### src/rtl/button_debounce_bank.sv
// Bank of independent push-button conditioners: synchronizer, debounce,
// press/release pulses and a per-channel auto-repeat generator.

module button_debounce_lane #(
  parameter int DEBOUNCE_CYCLES = 65535,
  parameter int ACTIVE_LOW      = 1,
  parameter int REPEAT_DELAY    = 13500000,
  parameter int REPEAT_RATE     = 2700000
) (
  input  logic clk_i,
  input  logic rst_ni,
  input  logic raw_i,
  input  logic repeat_en_i,
  output logic state_o,
  output logic down_o,
  output logic up_o,
  output logic repeat_o
);

  localparam int   DCW      = $clog2(DEBOUNCE_CYCLES);
  localparam int   RMAX     = (REPEAT_DELAY > REPEAT_RATE) ? REPEAT_DELAY : REPEAT_RATE;
  localparam int   RCW      = $clog2(RMAX);
  localparam logic RELEASED = (ACTIVE_LOW != 0);

  typedef enum logic [1:0] {IDLE, DELAY, REPEAT} rpt_state_e;

  logic [1:0]     sync_q;
  logic           sync_n;
  logic [DCW-1:0] dcnt_q, dcnt_d;
  logic           state_q, state_d;
  logic           down_q, down_d;
  logic           up_q, up_d;
  logic           mismatch, accept, press_ev, release_ev;
  rpt_state_e     rpt_q, rpt_d;
  logic [RCW-1:0] rcnt_q, rcnt_d;
  logic           rep_q, rep_d;

  // Sync flops reset to the released level so leaving reset never looks like a press.
  always_ff @(posedge clk_i or negedge rst_ni) begin
    if (!rst_ni) sync_q <= {2{RELEASED}};
    else         sync_q <= {sync_q[0], raw_i};
  end

  assign sync_n = sync_q[1] ^ RELEASED;

  always_comb begin
    mismatch   = (sync_n != state_q);
    accept     = mismatch && (dcnt_q == DCW'(DEBOUNCE_CYCLES - 1));
    press_ev   = accept && !state_q;
    release_ev = accept && state_q;
    dcnt_d     = '0;
    if (mismatch && !accept) dcnt_d = dcnt_q + DCW'(1);
    state_d    = state_q ^ accept;
    down_d     = press_ev;
    up_d       = release_ev;
  end

  // Repeat only arms on a fresh accepted press, so enabling mid-hold has no effect.
  always_comb begin
    rpt_d  = rpt_q;
    rcnt_d = rcnt_q;
    rep_d  = 1'b0;
    if (!repeat_en_i || release_ev) begin
      rpt_d  = IDLE;
      rcnt_d = '0;
    end else begin
      case (rpt_q)
        IDLE: begin
          rcnt_d = '0;
          if (press_ev) rpt_d = DELAY;
        end
        DELAY: begin
          if (rcnt_q == RCW'(REPEAT_DELAY - 1)) begin
            rpt_d  = REPEAT;
            rep_d  = 1'b1;
            rcnt_d = '0;
          end else begin
            rcnt_d = rcnt_q + RCW'(1);
          end
        end
        REPEAT: begin
          if (rcnt_q == RCW'(REPEAT_RATE - 1)) begin
            rep_d  = 1'b1;
            rcnt_d = '0;
          end else begin
            rcnt_d = rcnt_q + RCW'(1);
          end
        end
        default: begin
          rpt_d  = IDLE;
          rcnt_d = '0;
        end
      endcase
    end
  end

  always_ff @(posedge clk_i or negedge rst_ni) begin
    if (!rst_ni) begin
      dcnt_q  <= '0;
      state_q <= 1'b0;
      down_q  <= 1'b0;
      up_q    <= 1'b0;
      rpt_q   <= IDLE;
      rcnt_q  <= '0;
      rep_q   <= 1'b0;
    end else begin
      dcnt_q  <= dcnt_d;
      state_q <= state_d;
      down_q  <= down_d;
      up_q    <= up_d;
      rpt_q   <= rpt_d;
      rcnt_q  <= rcnt_d;
      rep_q   <= rep_d;
    end
  end

  assign state_o  = state_q;
  assign down_o   = down_q;
  assign up_o     = up_q;
  assign repeat_o = rep_q;

endmodule

module button_debounce_bank #(
  parameter int CHANNELS        = 4,
  parameter int DEBOUNCE_CYCLES = 65535,
  parameter int ACTIVE_LOW      = 1,
  parameter int REPEAT_DELAY    = 13500000,
  parameter int REPEAT_RATE     = 2700000
) (
  input  logic                clk_27,
  input  logic                reset_L,
  input  logic [CHANNELS-1:0] pb_raw,
  input  logic                repeat_en,
  output logic [CHANNELS-1:0] pb_state,
  output logic [CHANNELS-1:0] pb_down,
  output logic [CHANNELS-1:0] pb_up,
  output logic [CHANNELS-1:0] pb_repeat
);

  for (genvar g = 0; g < CHANNELS; g++) begin : g_lane
    button_debounce_lane #(
      .DEBOUNCE_CYCLES(DEBOUNCE_CYCLES),
      .ACTIVE_LOW     (ACTIVE_LOW),
      .REPEAT_DELAY   (REPEAT_DELAY),
      .REPEAT_RATE    (REPEAT_RATE)
    ) u_lane (
      .clk_i      (clk_27),
      .rst_ni     (reset_L),
      .raw_i      (pb_raw[g]),
      .repeat_en_i(repeat_en),
      .state_o    (pb_state[g]),
      .down_o     (pb_down[g]),
      .up_o       (pb_up[g]),
      .repeat_o   (pb_repeat[g])
    );
  end

endmodule

### config.mk
export PLATFORM = sky130hd
export DESIGN_NAME = button_debounce_bank
export DESIGN_NICKNAME = d
export VERILOG_FILES = /design/src/rtl/button_debounce_bank.sv
export SDC_FILE = /design/constraint.sdc
export NUM_CORES = 1
export LEC_CHECK = 0
export ABC_AREA = 1
export CAP_MARGIN = 20
export CORE_MARGIN = 2
export CORE_UTILIZATION = 63
export DETAILED_ROUTE_END_ITERATION = 7
export PLACE_DENSITY = 0.89
export SLEW_MARGIN = 20
export SYNTH_ARGS = -nofsm -noshare
export SYNTH_HDL_FRONTEND = slang
export SYNTH_HIERARCHICAL = 1
export SYNTH_SLANG_ARGS = --single-unit
### constraint.sdc
create_clock -name clk_27 -period 2.1 [get_ports clk_27]
set_input_delay 0.21 -clock clk_27 [delete_from_list [all_inputs] [get_ports clk_27]]
set_output_delay 0.21 -clock clk_27 [all_outputs]
set_load 0.05 [all_outputs]
==> results.md, run 1 <==
- Yosys warns: 6
- Maximum VDD drop: 0.000684 V
- P&R area growth vs syn: 12.8%
- 1st-iter DRT viols: 702
- DIE AREA: 0.0181 mm2
- Seq/Total Area, Yosys: 44.9%
- Die height: 134 um
- Endpoint class of the critical path: register
- Comb pwr share: 5.9%
- Crit Path Max Fanout: 4
- Vias: 8889
- Minimum clock period: 2030 ps
- Clk pin slew, worst setup/hold paths: 70 ps
- Routability Congestion: 0.906
- Syn avg cell area: 7.87 um2
- Switching portion of total power: 22.3%
- Worst hold path type: primary input to register
- Post-route ant nets: 0
- DR DRC count: 0
- Layout cells sized above 1: 9.27%
- Initial antenna violation count: 0
- Period utilisation layout: 96.7%
- Starting Density: 64.6%
- Final number of hold-violating endpoints: 0
- Leak: 5.44 nW
- Synthesized cell area: 0.0107 mm2
- Status: completed
- Port bufs: 22
- CP Launch Type: register
- #FFs+latches synth: 192
- Ports: 23
- Drt pass-1 iters: 5
- Critical Path AT: 2350 ps
- Total GRT Usage: 25.0%
- Worst Clk Skew: 9.86 ps
- Finished Cell Area: 0.0121 mm2
- CTS buffer count: 17
- Total negative setup slack: 0 ps
- Core area: 0.0166 mm2
- Largest net degree at the start of global routing: 61
- Yosys cell types: 34
- Count of nets after finishing: 1465
- Die width: 134 um
- CTS tree: done
- Required time of the worst setup path: 2420 ps
- M2 GR Usage: 41.9%
- Placed Cells: 1614
- Setup CP Type: register to register
- PnR worst setup slack: 68.8 ps
- # setup viols final: 0
- Syn_nets: 1405
- Root Driver: clkbuf_16
- DR vias/cell: 5.37
- CTS sink count: 192
- Clock share of power: 44.1%
- Final cell count without fillers: 1655
- Pwr/cell area: 628 mW/mm2
- Reg power frac: 50.0%
- Max-Cap Viols: 0
- Routing usage on met3: 4.80%
- # rows: 47
- Place WS: 45.0 ps
- Hold Slack: 189 ps
- Clk Latency, worst-skew pair: 430 ps
- Slew margin rel.: 60.4%
- Post-DP HPWL: 15100 um
- Peak Freq: 0.492 GHz
- Slew @ Worst Pin: 589 ps
- P_sw: 1.69 mW
- DP Area: 0.0113 mm2
- Vias in the first global route: 8420
- Final Max Tran Viols: 0
- # diodes: 0
- Grt ovf: 0
- DR WL/cell: 13.5 um
- First-pass GRT wire length: 37100 um
- Post-Syn Instances: 1362
- Int Pwr: 5.90 mW
- Met1 Use GR: 32.7%
- Detailed Route WL: 22400 um
- H-tree depth: 4
- Grt peak-use layer: met2
- Clock Path Buffers: 2
-- final cells by class --
type                            count  area (um2)
Multi-Input combinational cell    970        5150
Sequential cell                   192        4820
Fill cell                        1161        4490
Inverter                          187         702
Timing Repair Buffer               54         542
Clock buffer                       22         444
Tap cell                          220         275
Clock inverter                     10         163
-- worst max-delay path: stages, from the launching register on --
cell,delay [ps]
dfrtp_1,420
nand2_2,100
nor3_4,240
nand4_4,140
nor3b_2,250
ha_2,230
nor2_2,60
inv_2,70
nor2_1,60
nand2_1,140
nand3_2,100
nand2_1,70
nand2_1,40
-- worst paths after layout --
kind                       slack (ps)                        from                           to  depth (start not counted)
max                                70  g_lane[0].u_lane/dcnt_q[8]    g_lane[0].u_lane/rpt_q[1]                         12
min                               190                   pb_raw[2]   g_lane[2].u_lane/sync_q[0]                          1
max reg2reg                        70  g_lane[0].u_lane/dcnt_q[8]    g_lane[0].u_lane/rpt_q[1]                         12
min reg2reg                       360  g_lane[1].u_lane/sync_q[0]   g_lane[1].u_lane/sync_q[1]                          0
max in group asynchronous        1050                     reset_L   g_lane[2].u_lane/sync_q[0]                          3
min in group asynchronous         330                     reset_L  g_lane[3].u_lane/rcnt_q[15]                          2
-- synth_stat cells --
master    count  area share, %
nor2_2        9           0.53
nor4_1        5           0.29
dfrtp_1     184             43
nor2_4        2           0.21
and3_1        2           0.12
o21ai_4       1           0.15
nand4_4       1           0.20
dfstp_2       8            2.0
xor2_1       70            5.7
inv_1       183            6.4
a21oi_1      13           0.61
o31ai_1       3           0.21
buf_6        10            1.1
xnor2_1      23            1.9
nor3_1       44            2.1
buf_2         1          0.047
nand2_2       9           0.53
nor3_2        4           0.37
ha_1         36            4.2
o21bai_4      3           0.53
a21oi_2       2           0.16
nand4_2       3           0.35
buf_4         2           0.14
o21ai_0       5           0.23
inv_2         4           0.14
o21bai_1      5           0.35
nor3b_1       3           0.21
nand4_1      45            2.6
nand3_2       4           0.37
nor2_1      308             11
nor3_4        5           0.76
nand3_1      80            3.7
and3_2        3           0.21
nand2_1     282            9.9
-- layer usage --
layer,share of wire [%],vias up
met5,0,-
met4,2.1,0
met3,4.1,50
met2,49,223
met1,45,4237
li1,-,4379
-- power groups by stage --
stage	combinational [mW]	clock, mW	sequential (mW)
after detailed placement	0.424	0	3.86
final	0.448	3.34	3.80
after global routing	0.497	3.55	3.80
after floorplan	0.257	0	3.85
after global placement	0.405	0	3.86
after CTS	0.430	3.40	3.79
-- timing repair --
| action | in CTS | in global routing |
|---|---|---|
| hold buffers | 1 | 0 |
| resized for setup | 1 | 18 |
| pin swaps | 0 | 9 |
| setup buffers | 0 | 8 |
| endpoints found under the hold margin | 52 | 0 |
| setup endpoints to repair | 2 | 104 |
-- through the flow --
stage / util, % / power [mW]
finish: 72.9 / 7.59
global route: 72.9 / 7.85
CTS: 72.1 / 7.62
detailed placement: 68.3 / 4.29
global placement: 68.3 / 4.26
floorplan: - / 4.11
-- registers in the layout, summed over array words and instances (netlist names) --
name,count
g_lane.u_lane/dcnt_q,64
g_lane.u_lane/down_o,4
g_lane.u_lane/rcnt_q,96
g_lane.u_lane/repeat_o,4
g_lane.u_lane/rpt_q,8
g_lane.u_lane/state_o,4
g_lane.u_lane/sync_q,8
g_lane.u_lane/up_o,4
-- cells by family (layout without fill, tap and decap cells) --
| group | after synthesis | in the layout | synth area share, % |
|---|---|---|---|
| flip-flops | 192 | 192 | 44.9 |
| buffers and inverters | 200 | 273 | 7.79 |
| XOR/XNOR | 93 | 93 | 7.60 |
| AND/OR/NAND/NOR | 809 | 809 | 33.2 |
| adder cells (fa/ha/maj) | 36 | 36 | 4.20 |
| AO/OA/AOI/OAI | 32 | 32 | 2.24 |
-- cell usage in the layout (no fill, tap or decap), drive strengths merged --
| cell | count |
|---|---|
| nor2 | 319 |
| nand2 | 291 |
| inv | 187 |
| dfrtp | 184 |
| nand3 | 84 |
| xor2 | 70 |
| nor3 | 53 |
| nand4 | 49 |
| ha | 36 |
| buf | 31 |
| xnor2 | 23 |
| clkbuf | 23 |
| clkdlybuf4s50 | 21 |
| a21oi | 15 |
| dfstp | 8 |
| o21bai | 8 |
| o21ai | 6 |
| nor4 | 5 |
| and3 | 5 |
| bufinv | 4 |
| clkinv | 4 |
| o31ai | 3 |
| nor3b | 3 |
| clkinvlp | 2 |
| dlygate4sd3 | 1 |
No activity file was read; power rests on OpenSTA's default activity.
==> run 2: changes to the inputs <==
--- a/config.mk
+++ b/config.mk
@@ -8,9 +8,10 @@
 export ABC_AREA = 1
 export CAP_MARGIN = 20
 export CORE_MARGIN = 2
-export CORE_UTILIZATION = 63
+export CORE_UTILIZATION = 65
+export CTS_BUF_LIST = sky130_fd_sc_hd__clkbuf_8
 export DETAILED_ROUTE_END_ITERATION = 7
-export PLACE_DENSITY = 0.89
+export PLACE_DENSITY = 0.91
 export SLEW_MARGIN = 20
 export SYNTH_ARGS = -nofsm -noshare
 export SYNTH_HDL_FRONTEND = slang
==> run 2 against run 1 <==
Critical path depth down 1. Sequential share of layout area increased by 1.0 points. Largest power group unchanged. Largest cell class unchanged. Highest routed layer unchanged. Register-to-register slack worse by 40 ps.
==> results.md, run 2 (synthesis gave the netlist of run 1 again) <==
- Count of nets after finishing: 1457
- Initial antenna violation count: 0
- # diodes: 0
- Detailed Route WL: 22100 um
- Worst hold path type: primary input to register
- DR WL/cell: 13.5 um
- Clk pin slew, worst setup/hold paths: 100 ps
- Top reg by flops: g_lane.u_lane/rcnt_q
- Ports: 23
- H-tree depth: 4
- Post-route ant nets: 0
- Slowest CP cell: dfrtp_1
- Most common cell after layout, fill and taps aside: nor2_1
- Largest net degree at the start of global routing: 57
- Final core utilization: 73.6%
- Critical Path AT: 2430 ps
- Final number of hold-violating endpoints: 0
- DR DRC count: 0
- Max FFs per register: 96
- WP buf/inv: 2
- Setup CP Type: register to register
- Slew margin rel.: 65.3%
- Crit Path Max Fanout: 24
- Regs by FF count: g_lane.u_lane/rcnt_q (96), g_lane.u_lane/dcnt_q (64)
- Total GRT Usage: 25.5%
- Required time of the worst setup path: 2460 ps
- DIE AREA: 0.0175 mm2
- Leak: 5.31 nW
- Layout cells sized above 1: 8.76%
- 1st-iter DRT viols: 641
- Finished Cell Area: 0.0118 mm2
- Fillers: 1206
- Endpoint class of the critical path: register
- Family with the most delay on the worst path: simple AND/OR/NAND/NOR gates
- RSZ-0062 raised after global routing: yes
- Starting Density: 67.0%
- Place WS: 36.3 ps
- Overall power: 6.54 mW
- Worst Clk Skew: 10.7 ps
- Root Driver: clkbuf_8
- CTS tree: done
- Final Max Tran Viols: 0
- Die height: 132 um
- Slew @ Worst Pin: 519 ps
- CTS sink count: 192
- Minimum clock period: 2080 ps
- Maximum VDD drop: 0.000557 V
- DR vias/cell: 5.33
- # rows: 46
- Drt pass-1 iters: 8
- Peak Freq: 0.482 GHz
- Die width: 132 um
- Most frequent cells in the layout: nor2_1 (307), nand2_1 (282), inv_1 (183), dfrtp_1 (181), nand3_1 (80)
- P&R area growth vs syn: 9.97%
- Period utilisation layout: 98.9%
- CTS buffer count: 17
- CP peak stage delay: 430 ps
- Vias in the first global route: 8471
- Clock Path Buffers: 2
- Post-DP HPWL: 15600 um
- Vias: 8756
- Core area: 0.0160 mm2
- Port bufs: 22
- DP Area: 0.0113 mm2
- Worst-path cell chain: nand2_1 > nor3_1 > nand4_1 > nor3_2 > ha_1 > nor2_1 > nand2_1 > inv_1 > nand2_2 > buf_12 > nor2_1
- Max-Cap Viols: 0
- First-pass GRT wire length: 37200 um
- Status: completed
- Routability Congestion: 0.925
- CP Launch Type: register
- # setup viols final: 0
- Pwr/cell area: 555 mW/mm2
- Grt ovf: 0
- PnR worst setup slack: 23.9 ps
- Clk Latency, worst-skew pair: 470 ps
[run 2: cell count changes in the layout (fill, tap and decap cells not counted), sizes merged, moves of 2 or more]
cell,before,now
buf,31,23
bufinv,4,1
clkbuf,23,19
clkinvlp,2,4
inv,187,192
[run 2: timing repair]
| item | CTS | global route |
|---|---|---|
| hold buffers | 1 | 0 |
| buffers inserted | 0 | 3 |
| gates resized for setup | 0 | 14 |
| endpoints found under the hold margin | 53 | 0 |
| setup endpoints to repair | 0 | 101 |
[run 2: per-stage QoR]
step	hold WS [ps]	std cells	TNS [ps]
6_report	136	1643	0
5_1_grt	110	1643	-3540
4_1_cts	109	1640	0
3_5_place_dp	216	1607	0
3_3_place_gp	214	1607	0
2_1_floorplan	-85.6	1362	0
[run 2: area by class of cell]
cell class | instances | area, um2 | share of cell area, %
clock buffers | 18 | 248 | 2.10
repair buffers | 46 | 497 | 4.22
inverters | 187 | 702 | 5.96
clock inverters | 14 | 130 | 1.10
multi-input cells | 970 | 5120 | 43.4
flip-flops and latches | 192 | 4820 | 40.9
well taps | 216 | 270 | 2.29
[run 2: layer usage]
| layer | up-vias | wire (um) | track usage [%] |
|---|---|---|---|
| li1 | 4352 | - | - |
| met4 | 0 | 382 | 7.53 |
| met5 | - | 0 | 0 |
| met1 | 4130 | 9720 | 33.2 |
| met2 | 238 | 11100 | 43.6 |
| met3 | 36 | 888 | 5.07 |
[run 2: path summary, 6_finish.rpt]
kind,start,to,slack [ps],cells past startpoint
max in group asynchronous,reset_L,g_lane[0].u_lane/sync_q[0],1120,3
max,g_lane[3].u_lane/dcnt_q[5],g_lane[3].u_lane/rcnt_q[18],20,11
min,pb_raw[1],g_lane[1].u_lane/sync_q[0],140,1
min in group asynchronous,reset_L,g_lane[3].u_lane/rcnt_q[13],260,2
max reg2reg,g_lane[3].u_lane/dcnt_q[5],g_lane[3].u_lane/rcnt_q[18],20,11
min reg2reg,g_lane[2].u_lane/sync_q[0],g_lane[2].u_lane/sync_q[1],360,0
[run 2: report_power, final]
group	internal [mW]	total (mW)	switching, mW
sequential	3.75	3.79	0.0443
clock	0.986	2.32	1.34
combinational	0.144	0.427	0.283
